## src/rtl/spi_pkg.sv

```systemverilog
// Shared types and defaults for the SPI mode-0 shift engine.
// Optional feature macro (consumed by spi_shift_engine): SPI_LSB_FIRST_EN.
package spi_pkg;

  typedef enum logic [1:0] {
    IDLE,
    SETUP,
    SHIFT,
    HOLD
  } spi_state_t;

  localparam int SPI_DATA_W_DEF = 8;

endpackage

```

## src/rtl/spi_edge_detect.sv

```systemverilog
// Registers the divided SPI clock in the PCLK domain and flags its edges.
// Both edges cannot be flagged together because they depend on opposite sclk_in levels.
module spi_edge_detect (
  input  logic PCLK,
  input  logic PRESET,
  input  logic sclk_in,
  output logic rise,
  output logic fall,
  output logic sclk_q
);

  logic sclk_d;

  // Next value of the delayed copy is just the current input level.
  always_comb begin
    sclk_d = sclk_in;
  end

  // One-cycle delayed copy of the divider output.
  always_ff @(posedge PCLK) begin
    if (PRESET) begin
      sclk_q <= 1'b0;
    end else begin
      sclk_q <= sclk_d;
    end
  end

  assign rise = sclk_in & ~sclk_q;
  assign fall = ~sclk_in & sclk_q;

endmodule

```

## src/rtl/spi_shift_engine.sv

```systemverilog
// SPI mode-0 (CPOL=0, CPHA=0) master shift engine driven by an external clock divider.
// Build option: define SPI_LSB_FIRST_EN to shift LSB first on both MOSI and MISO;
// otherwise MSB first. Only the shift direction changes; timing is identical.
//
// state | meaning
// IDLE  | tx_ready high, waiting for a word; CS_n high
// SETUP | CS_n low, first bit on MOSI, waiting for a divider fall so SCLK starts low
// SHIFT | capture MISO on each rise, present next MOSI bit on each fall
// HOLD  | last bit captured; release CS_n and publish rx_data on the next fall
module spi_shift_engine
  import spi_pkg::*;
#(
  parameter int DATA_W = SPI_DATA_W_DEF
) (
  input  logic              PCLK,
  input  logic              PRESET,
  input  logic              sclk_in,
  input  logic              tx_valid,
  output logic              tx_ready,
  input  logic [DATA_W-1:0] tx_data,
  output logic              rx_valid,
  output logic [DATA_W-1:0] rx_data,
  output logic              busy,
  output logic              SCLK,
  output logic              MOSI,
  input  logic              MISO,
  output logic              CS_n
);

  localparam int CNT_W = (DATA_W > 1) ? $clog2(DATA_W) : 1;
  localparam logic [CNT_W-1:0] LAST_BIT = CNT_W'(DATA_W - 1);

`ifdef SPI_LSB_FIRST_EN
  localparam int FIRST_IDX = 0;
  localparam int NEXT_IDX  = 1;
`else
  localparam int FIRST_IDX = DATA_W - 1;
  localparam int NEXT_IDX  = DATA_W - 2;
`endif

  logic rise;
  logic fall;
  logic sclk_q;
  logic edge_any;

  spi_state_t        state_q, state_d;
  logic              cs_n_q, cs_n_d;
  logic              mosi_q, mosi_d;
  logic              sclk_o_q, sclk_o_d;
  logic              tx_ready_q, tx_ready_d;
  logic              rx_valid_q, rx_valid_d;
  logic [DATA_W-1:0] rx_data_q, rx_data_d;
  logic [DATA_W-1:0] shift_tx_q, shift_tx_d;
  logic [DATA_W-1:0] shift_rx_q, shift_rx_d;
  logic [CNT_W-1:0]  bit_cnt_q, bit_cnt_d;
  logic              gate;

  spi_edge_detect u_edge (
    .PCLK    (PCLK),
    .PRESET  (PRESET),
    .sclk_in (sclk_in),
    .rise    (rise),
    .fall    (fall),
    .sclk_q  (sclk_q)
  );

  // Any divider transition; inside SHIFT a transition that is not a rise is a fall.
  assign edge_any = sclk_in ^ sclk_q;

  // Next-state, shift datapath and framing outputs.
  always_comb begin
    state_d    = state_q;
    cs_n_d     = cs_n_q;
    mosi_d     = mosi_q;
    tx_ready_d = 1'b0;
    rx_valid_d = 1'b0;
    rx_data_d  = rx_data_q;
    shift_tx_d = shift_tx_q;
    shift_rx_d = shift_rx_q;
    bit_cnt_d  = bit_cnt_q;

    case (state_q)
      IDLE: begin
        tx_ready_d = 1'b1;
        if (tx_valid && tx_ready_q) begin
          shift_tx_d = tx_data;
          shift_rx_d = '0;
          mosi_d     = tx_data[FIRST_IDX];
          cs_n_d     = 1'b0;
          bit_cnt_d  = '0;
          tx_ready_d = 1'b0;
          state_d    = SETUP;
        end
      end
      SETUP: begin
        if (fall) begin
          state_d = SHIFT;
        end
      end
      SHIFT: begin
        if (edge_any) begin
          if (rise) begin
`ifdef SPI_LSB_FIRST_EN
            shift_rx_d = {MISO, shift_rx_q[DATA_W-1:1]};
`else
            shift_rx_d = {shift_rx_q[DATA_W-2:0], MISO};
`endif
            bit_cnt_d = bit_cnt_q + CNT_W'(1);
            if (bit_cnt_q == LAST_BIT) begin
              state_d = HOLD;
            end
          end else begin
`ifdef SPI_LSB_FIRST_EN
            shift_tx_d = {1'b0, shift_tx_q[DATA_W-1:1]};
`else
            shift_tx_d = {shift_tx_q[DATA_W-2:0], 1'b0};
`endif
            mosi_d = shift_tx_q[NEXT_IDX];
          end
        end
      end
      HOLD: begin
        if (fall) begin
          cs_n_d     = 1'b1;
          rx_data_d  = shift_rx_q;
          rx_valid_d = 1'b1;
          state_d    = IDLE;
        end
      end
      default: begin
        state_d = IDLE;
        cs_n_d  = 1'b1;
      end
    endcase

    gate     = (state_q == SHIFT) || (state_q == HOLD);
    sclk_o_d = gate & sclk_in;
  end

  // State and output registers; reset drops CS_n and SCLK on the very next edge.
  always_ff @(posedge PCLK) begin
    if (PRESET) begin
      state_q    <= IDLE;
      cs_n_q     <= 1'b1;
      mosi_q     <= 1'b0;
      sclk_o_q   <= 1'b0;
      tx_ready_q <= 1'b0;
      rx_valid_q <= 1'b0;
      rx_data_q  <= '0;
      shift_tx_q <= '0;
      shift_rx_q <= '0;
      bit_cnt_q  <= '0;
    end else begin
      state_q    <= state_d;
      cs_n_q     <= cs_n_d;
      mosi_q     <= mosi_d;
      sclk_o_q   <= sclk_o_d;
      tx_ready_q <= tx_ready_d;
      rx_valid_q <= rx_valid_d;
      rx_data_q  <= rx_data_d;
      shift_tx_q <= shift_tx_d;
      shift_rx_q <= shift_rx_d;
      bit_cnt_q  <= bit_cnt_d;
    end
  end

  assign tx_ready = tx_ready_q;
  assign rx_valid = rx_valid_q;
  assign rx_data  = rx_data_q;
  assign busy     = (state_q != IDLE);
  assign SCLK     = sclk_o_q;
  assign MOSI     = mosi_q;
  assign CS_n     = cs_n_q;

endmodule

```

## config.mk

```make
export PLATFORM = sky130hd
export DESIGN_NAME = spi_shift_engine
export DESIGN_NICKNAME = d
export VERILOG_FILES = /design/src/rtl/spi_pkg.sv /design/src/rtl/spi_edge_detect.sv /design/src/rtl/spi_shift_engine.sv
export SDC_FILE = /design/constraint.sdc
export NUM_CORES = 1
export LEC_CHECK = 0
export ABC_AREA = 1
export CORE_MARGIN = 2
export CORE_UTILIZATION = 47
export DETAILED_ROUTE_END_ITERATION = 16
export PLACE_DENSITY = 0.75
export RECOVER_POWER = 25
export SYNTH_ARGS = -nofsm -noshare
export SYNTH_HDL_FRONTEND = slang
export SYNTH_SLANG_ARGS = --single-unit
```

## constraint.sdc

```tcl
create_clock -name PCLK -period 1.3 [get_ports PCLK]
set_input_delay 0.26 -clock PCLK [delete_from_list [all_inputs] [get_ports PCLK]]
set_output_delay 0.26 -clock PCLK [all_outputs]
set_load 0.01 [all_outputs]
```

Yosys cells after proc, flatten, opt, wreduce, memory -nomap -nowiden. Index checks and enable logic that the tools add are counted.

Memories: 0. Latch bits: 0. Bits in registers: 34. RAM bits: 0. Output and inout port bits: 14. ROM bits: 0. Input port bits: 13.

Reduce and logical (&&, ||, !) cells: 13. Eq/ne operators: 11. Div/mod/pow operators: 0. Bitwise operators: 8. Shift operators: 0. Multiplexer cells: 28. Multipliers: 0. Add/subtract/negate cells: 1. Order comparisons: 0.

Operators with widths (number): 8-bit 2-to-1 mux (3); 7-bit 2-to-1 mux (3); 8-bit one-hot mux with 2 select lines (1); 2-bit != test (second input constant) (7); 7-bit one-hot mux with 2 select lines (1); 2-bit 2-to-1 mux (6); 3-bit 2-to-1 mux (3); 2-bit one-hot mux with 4 select lines (1); 4-bit AND reduction (2); 1-bit 2-to-1 mux (7); 3-bit one-hot mux with 2 select lines (1); 6-bit AND reduction (1); 2-bit nonzero test (3); 2-bit equality test (second input constant) (2); 1-bit NOT (4); 1-bit one-hot mux with 2 select lines (2); 2-bit OR reduction (2); 3-bit by 1-bit adder with 3-bit output (second input constant) (1); 1-bit AND (3); 3-bit equality test (second input constant) (1); 3-bit AND reduction (1); 2-bit by 1-bit equality test with 1-bit output (second input constant) (1); 2-bit zero test (1); 2-bit AND reduction (1); other kinds (3) (3).

Depth between registers and ports, before layout. Gate-level depths: netlist of run 1.

Depth after elaboration: 5. Gate-level depth with buffers: 10. Mapped depth without buffers: 9.

Hierarchy. Synthesis of run 1 repeated with hierarchy kept, for this count alone.

Cells, all modules: 227. Area total of the unflattened synthesis: 1695.4 µm².

Modules (own cells, without submodules): spi_shift_engine (cells each 221, area each 1656.6 µm², instances 1, seq. area each 660.6 µm²); spi_edge_detect (cells each 6, area each 38.8 µm², instances 1, seq. area each 20.0 µm²).

Least setup slack after synthesis of run 1. Ideal clock, no wire load.

Kind: flip-flop to flip-flop. From: register state_q[0]. To: register shift_tx_q[4]. Setup slack: -114 ps. Period minus slack after synthesis: 1414 ps. Stages on the path, launching flop included: 10. Setup time: 113 ps. Data required time: 1187 ps. Arrival time: 1302 ps. Path buffers: 1. Path through: dfxtp_1 > inv_1 > ha_1 > nand2_2 > nand2_4 > nor2_4 > buf_6 > nand2_1 > nand2_1 > nor2_1.

Cells in the longest elaborated chain, start to end: 3. Elaborated cells between the ends (all ways): 8.

Ends and longest elaborated chain: from (decl) (RTL line spi_shift_engine.sv:46) `spi_state_t state_q, state_d;`; from (signal assigned) (RTL line spi_shift_engine.sv:154) `state_q <= state_d;`; 2-bit equality test / 2-bit zero test (equally long branches) (RTL line spi_shift_engine.sv:82) `case (state_q)`; 2-bit != test (no line) / 2-bit nonzero test (equally long branches); 4-bit AND reduction (no line); to (signal assigned) (RTL line spi_shift_engine.sv:161) `shift_tx_q <= shift_tx_d;`; to (decl) (RTL line spi_shift_engine.sv:53) `logic [DATA_W-1:0] shift_tx_q, shift_tx_d;`.

Parallel ways exist; a longest one is shown, timed or not. A chain may end at the register's enable or synchronous reset.

Worst setup path after layout of run 1.
From: register state_q[1]. To: register shift_tx_q[4].

The elaborated chain is that of the path after synthesis.

==> impl_metrics.py, run 1 <==
metrics = {
    "setup_path": {
        "endpoint_kind": "flop",
        "r2r-end": "shift_tx_q[4]",
        "crit_chain": "buf_6 > buf_6 > ha_4 > inv_4 > nand2_4 > o21ai_2 > nor2_4 > buf_12 > nand2_1 > nand2_1 > nor2_1",
        "critical_path.slowest_cell": "dfxtp_2",
        "crit_path_max_fanout": 8,
        "crit_required_ps": 1550,
        "r2r.worst_path.cells": 11,
        "r2r-start": "state_q[1]",
        "rrSetupSlack_ps": -140,
        "cp_slowest_stage_delay_ps": 360,
        "crit_path_start_kind": "flop",
        "critPathKind": "reg2reg",
        "cp.arrival_ps": 1690,
    },
    "outcome": {
        "status": "finished, violations left",
        "violations": "setup timing",
    },
    "logic_synthesis": {
        "synthArstFlopShare_pct": 0,
        "synth_edf_count": 0,
        "syn-cell-area_mm2": 0.00160,
        "synth_cells": 224,
        "synth_flop_cell": "dfxtp_1",
        "synthSimpleGateAreaFrac_pct": 33.9,
        "syn-num-nets": 247,
        "synthAdderAreaFrac_pct": 7.82,
        "synth_xor_area_share_pct": 0,
        "synth_top_family_by_area": "simple AND/OR/NAND/NOR gates",
        "synth_cell_types": 22,
        "synth_compound_area_share_pct": 8.84,
        "ys_seq_elements": 34,
        "seq_area_frac_synth_pct": 42.5,
        "avgSynthCellArea_um2": 7.14,
        "ys_warn_count": 0,
        "synth.area.mux_share_pct": 0,
    },
    "power_and_ir_drop": {
        "p_leak_nw": 1.07,
        "p_per_area_mw_per_mm2": 2310,
        "ir_drop_mv": 1.28,
        "finalPower_mw": 5.38,
    },
    "cells_and_area": {
        "finish.utilization_pct": 70.2,
        "layout_commonest_cell": "nand2_1",
        "drive_gt1_share_pct": 26.4,
        "syn_to_final_growth_pct": 45.3,
        "final_nets": 299,
        "final_cell_mix": "nand2_1, nor2_1, dfxtp_1, buf_4, dlygate4sd2_1",
        "antenna_cells": 0,
        "design_area_mm2": 0.00232,
    },
    "timing": {
        "fin_crit_ps": 1440,
        "fin_ws_ps": -144,
        "slew_violations": 0,
        "min_period_over_period_pct": 111,
        "finalHoldViolCount": 0,
        "relSlewSlack_pct": 85.7,
        "fin_tns_setup_ps": -2410,
        "clock.fmax_mhz": 692,
        "worstMarginPinSlew_ps": 214,
        "rsz0062_at_grt": "yes",
        "finalSetupViolations": 22,
        "finalClockSkew_ps": 6.57,
    },
    "clocking": {
        "cts_tree": "built",
        "cts_buffer_depth": 2,
        "htreeDepth": 2,
        "numCtsBuffers": 5,
        "cts.reportedPaths.clkPinSlew_ps": 100,
        "clock-sinks": 34,
        "cts_root_buffer": "clkbuf_4",
        "clk_latency_ps": 340,
    },
    "detailed_routing": {
        "antenna_left": 0,
        "dr_total_vias": 1505,
        "drt-total-wl_um": 3390,
        "drt_pass1_iterations": 4,
        "vias_per_cell": 4.66,
        "drt_iter0_drc": 74,
        "post-route-drc-count": 0,
        "wire_per_inst_um": 10.5,
    },
    "die": {
        "die_y_um": 62.4,
        "die-area_mm2": 0.00389,
        "coreArea_mm2": 0.00331,
        "die_w_um": 62.4,
        "std_cell_rows": 21,
        "initial_utilization_pct": 48.3,
        "boundaryPins": 27,
    },
    "placement": {
        "gp_congestion": 0.831,
        "place_area_mm2": 0.00209,
        "io_buffers": 26,
        "place.detailed.hpwl_um": 2200,
        "pre_cts_slack_ps": -474,
    },
    "hold_path": {
        "min_to": "CS_n",
        "hold_depth": 2,
        "min-delay-start": "CS_n",
        "hold_path.class": "reg2reg",
    },
    "global_route": {
        "grt_pass1_vias": 1442,
        "grt_pass1_wl_um": 6070,
        "grt_antenna_before_repair": 0,
        "overflow": 0,
        "track_usage_pct": 19.6,
        "grt_start_max_net_pins": 30,
    },
    "job": {
        "drv_cap": 0,
    },
}
[registers in the layout, summed over array words and instances, names as in the netlist, 2 cells and up]
register,count
bit_cnt_q,3
state_q,2
shift_rx_q,8
shift_tx_q,7
rx_data,8
[routing by layer]
metal,GRT usage [%],up-vias,share of wire [%]
met4,8.89,0,2.0
met3,6.88,9,5.1
met2,34.5,42,50
met1,21.0,662,42
li1,-,792,-
met5,0,-,0
[worst max path at each step]
| stage | from | end | slack [ps] | cells past startpoint |
|---|---|---|---|---|
| after CTS | state_q[1] | busy | -160 | 4 |
| after floorplan | state_q[1] | shift_tx_q[4] | 10 | 9 |
| final | state_q[1] | shift_tx_q[4] | -140 | 11 |
| after global placement | sclk_in | shift_tx_q[1] | -460 | 10 |
| after global routing | state_q[1] | shift_tx_q[0] | -220 | 11 |
| after detailed placement | sclk_in | bit_cnt_q[1] | -470 | 10 |
[critical path, delay by kind of cell (launching register included)]
family	cells	cell delay, ps
fa+ha+maj	1	150
flops	1	360
simple gates	5	380
compound gates	1	60
buf+inv	4	400
[cells by family after synthesis]
| group | after synthesis |
|---|---|
| flip-flops | 34 |
| adder cells (fa/ha/maj) | 10 |
| AO/OA/AOI/OAI | 23 |
| buffers and inverters | 22 |
| AND/OR/NAND/NOR | 135 |
[metrics by stage]
step           instances  hold slack, ps
5_1_grt              323             498
3_3_place_gp         309             433
3_5_place_dp         309             442
2_1_floorplan        224             332
6_report             323             456
4_1_cts              323             455
[report_power, final]
part | switching (mW) | total (mW) | internal (mW) | leakage [nW]
Clock | 0.368 | 0.628 | 0.260 | 0.0343
Sequential | 0.185 | 1.54 | 1.36 | 0.279
Combinational | 1.65 | 3.21 | 1.56 | 0.757
[repair_timing]
| item | CTS | global route |
|---|---|---|
| hold buffers | 0 | 0 |
| gates resized for setup | 37 | 13 |
| buffers inserted | 5 | 0 |
| pin swaps | 10 | 3 |
| setup endpoints to repair | 36 | 28 |
| gates cloned | 1 | 0 |
[Yosys cell counts (2+ instances only)]
cell,n,area (µm²)
nand3_1,2,10.0
a21boi_0,7,52.6
buf_6,3,33.8
ha_1,10,125
nand2_2,3,18.8
nor2_1,59,221
a21oi_1,4,20.0
inv_2,2,7.51
dfxtp_1,34,681
o21ai_0,8,40.0
nand2_1,67,251
inv_1,11,41.3
buf_2,4,20.0
nor2_4,2,22.5
[layout make-up]
cell class	instances	area [µm²]
fillers	270	986
clock inverters	2	12.5
multi-input cells	168	940
well taps	46	57.6
clock buffers	6	51.3
flip-flops and latches	34	683
inverters	14	58.8
repair buffers	53	522
Power figures use the tool's default switching activity.
==> inputs of run 2 (changes only) <==
--- a/config.mk
+++ b/config.mk
@@ -5,11 +5,11 @@
 export SDC_FILE = /design/constraint.sdc
 export NUM_CORES = 1
 export LEC_CHECK = 0
-export ABC_AREA = 1
 export CORE_MARGIN = 2
-export CORE_UTILIZATION = 47
+export CORE_UTILIZATION = 56
 export DETAILED_ROUTE_END_ITERATION = 16
-export PLACE_DENSITY = 0.75
+export GPL_ROUTABILITY_DRIVEN = 1
+export PLACE_DENSITY = 0.83
 export RECOVER_POWER = 25
 export SYNTH_ARGS = -nofsm -noshare
 export SYNTH_HDL_FRONTEND = slang
==> constraint.sdc (replaced) <==
create_clock -name PCLK -period 1.7 [get_ports PCLK]
set_input_delay 0.34 -clock PCLK [delete_from_list [all_inputs] [get_ports PCLK]]
set_output_delay 0.34 -clock PCLK [all_outputs]
set_load 0.01 [all_outputs]
==> run 2 against run 1 <==
Against the previous run: the run now ends clean; register-to-register slack improved by 160 ps; sequential cell count unchanged; sequential power decreased by 36%; critical endpoint is now bit_cnt_q[2]; largest power group unchanged.
==> impl_metrics.py, run 2 <==
metrics = {
    "setup_path": {
        "crit_required_ps": 1990,
        "crit_path_max_fanout": 14,
        "cp.arrival_ps": 1970,
        "r2r.worst_path.cells": 7,
        "endpoint_kind": "flop",
        "critPathKind": "reg2reg",
        "crit_path_start_kind": "flop",
    },
    "detailed_routing": {
        "drt_pass1_iterations": 4,
        "antenna_left": 0,
        "dr_total_vias": 1421,
        "drt_iter0_drc": 71,
        "wire_per_inst_um": 17.2,
        "post-route-drc-count": 0,
        "drt-total-wl_um": 4280,
        "vias_per_cell": 5.71,
    },
    "timing": {
        "finalSetupViolations": 0,
        "rsz0062_at_grt": "yes",
        "relSlewSlack_pct": 65.2,
        "worstMarginPinSlew_ps": 522,
        "clock.fmax_mhz": 592,
        "slew_violations": 0,
        "finalHoldViolCount": 0,
        "fin_crit_ps": 1690,
        "fin_tns_setup_ps": 0,
        "min_period_over_period_pct": 99.3,
        "finalClockSkew_ps": 14.6,
    },
    "die": {
        "die_w_um": 58.0,
        "coreArea_mm2": 0.00276,
        "die-area_mm2": 0.00336,
        "die_y_um": 58.0,
        "boundaryPins": 27,
        "std_cell_rows": 19,
        "initial_utilization_pct": 59.2,
    },
    "placement": {
        "io_buffers": 26,
        "gp_congestion": 0.784,
        "place.detailed.hpwl_um": 2400,
    },
    "clocking": {
        "cts_tree": "built",
        "clk_latency_ps": 360,
        "numCtsBuffers": 5,
        "ctsHoldBuffers": 0,
        "cts.reportedPaths.clkPinSlew_ps": 120,
        "clock-sinks": 34,
        "htreeDepth": 2,
        "cts_root_buffer": "clkbuf_4",
        "cts_buffer_depth": 2,
    },
    "logic_synthesis": {
        "yosys-top-cells-area": "dfxtp_1, mux2i_1, ha_1",
        "seq_area_frac_synth_pct": 41.7,
        "avgSynthCellArea_um2": 9.44,
        "synth_cell_types": 26,
        "synthArstFlopShare_pct": 0,
        "synth_cells": 173,
        "synth_edf_count": 0,
        "synth_area_leader_cell": "dfxtp_1",
        "synth_top_area_share_pct": 41.7,
        "ys_warn_count": 0,
        "yosys-top-cells-count": "dfxtp_1, nand2_1, nand2b_1",
        "yosysMostFrequentCell": "dfxtp_1",
        "syn-num-nets": 196,
        "ys_seq_elements": 34,
        "syn-cell-area_mm2": 0.00163,
        "synth_flop_cell": "dfxtp_1",
    },
    "global_route": {
        "overflow": 0,
        "track_usage_pct": 26.6,
        "grt_pass1_wl_um": 6690,
        "grt_pass1_vias": 1456,
        "grt_start_max_net_pins": 35,
        "grt_antenna_before_repair": 0,
    },
    "cells_and_area": {
        "syn_to_final_growth_pct": 45.7,
        "finish.utilization_pct": 86.3,
        "antenna_cells": 0,
        "final_nets": 240,
        "final_cell_mix": "dfxtp_1, clkdlybuf4s50_1, nand2_1, nand2b_1, buf_4",
        "drive_gt1_share_pct": 33.0,
        "layout_commonest_cell": "dfxtp_1",
    },
    "job": {
        "drv_cap": 0,
    },
    "power_and_ir_drop": {
        "p_leak_nw": 0.901,
        "p_per_area_mw_per_mm2": 1500,
        "ir_drop_mv": 1.62,
    },
    "outcome": {
        "status": "completed",
    },
    "hold_path": {
        "hold_path.class": "in2reg",
        "hold_depth": 3,
    },
}
run 2: per-stage QoR:
step / hold slack (ps) / std cells / power [mW] / cell area [µm²] / worst slack (ps)
after floorplan: 430 / 173 / 1.75 / 1650 / 2.99
after global placement: 437 / 236 / 2.12 / 2040 / -510
after detailed placement: 448 / 236 / 2.18 / 2040 / -650
after CTS: 425 / 246 / 3.27 / 2280 / -23.1
after global routing: 452 / 249 / 3.70 / 2380 / -25.6
final: 444 / 249 / 3.56 / 2380 / 12.1
run 2: path summary, 6_finish.rpt:
kind	start	end	slack, ps
worst max-delay path	state_q[1]	bit_cnt_q[2]	10
worst min-delay path	sclk_in	u_edge.sclk_q	440
worst max register to register	state_q[1]	bit_cnt_q[2]	10
worst min register to register	rx_data[3]	rx_data[3]	470
run 2: critical path: stages, from the launching register on:
cell and delay, ps:
dfxtp_4 380, buf_4 130, ha_2 190, buf_6 160, a211oi_4 280, buf_6 140, buf_12 120, mux2i_2 210
run 2: power by group:
part           leakage [nW]  internal [mW]  total (mW)  switching [mW]
logic                 0.568          0.975        1.79           0.815
registers             0.278          0.908       0.986          0.0780
clock network        0.0554          0.460       0.782           0.323
total                 0.901           2.34        3.56            1.22
run 2: layout make-up:
class / instances / area, µm²
sequential: 34 / 686
clock inverter: 3 / 68.8
multi-input combinational: 116 / 1030
timing repair buffer: 48 / 470
inverter: 12 / 47.5
tap: 31 / 38.8
clock buffer: 5 / 37.5
fill: 125 / 378
run 2: cells by family after synthesis:
logic type / share of synthesized area [%]
and+or+nand+nor: 21.3
DFF: 41.7
AOI/OAI and AO/OA: 10.2
buffers and inverters: 5.75
muxes: 13.4
adders and majority gates: 7.66
run 2: what timing repair did:
action / CTS / global route
endpoints found under the hold margin: 0 / 0
gates resized for setup: 26 / 18
buffers inserted: 1 / 3
endpoints found under the setup margin: 23 / 23
gates cloned: 1 / 0
pin swaps: 7 / 4
run 2: routing by layer:
| layer | GRT usage [%] | wire length, µm | part of all wire (%) |
|---|---|---|---|
| met5 | 0 | 0 | 0 |
| met3 | 5.36 | 147 | 3.4 |
| met1 | 30.1 | 1760 | 41 |
| met4 | 13.6 | 141 | 3.3 |
| met2 | 47.1 | 2230 | 52 |
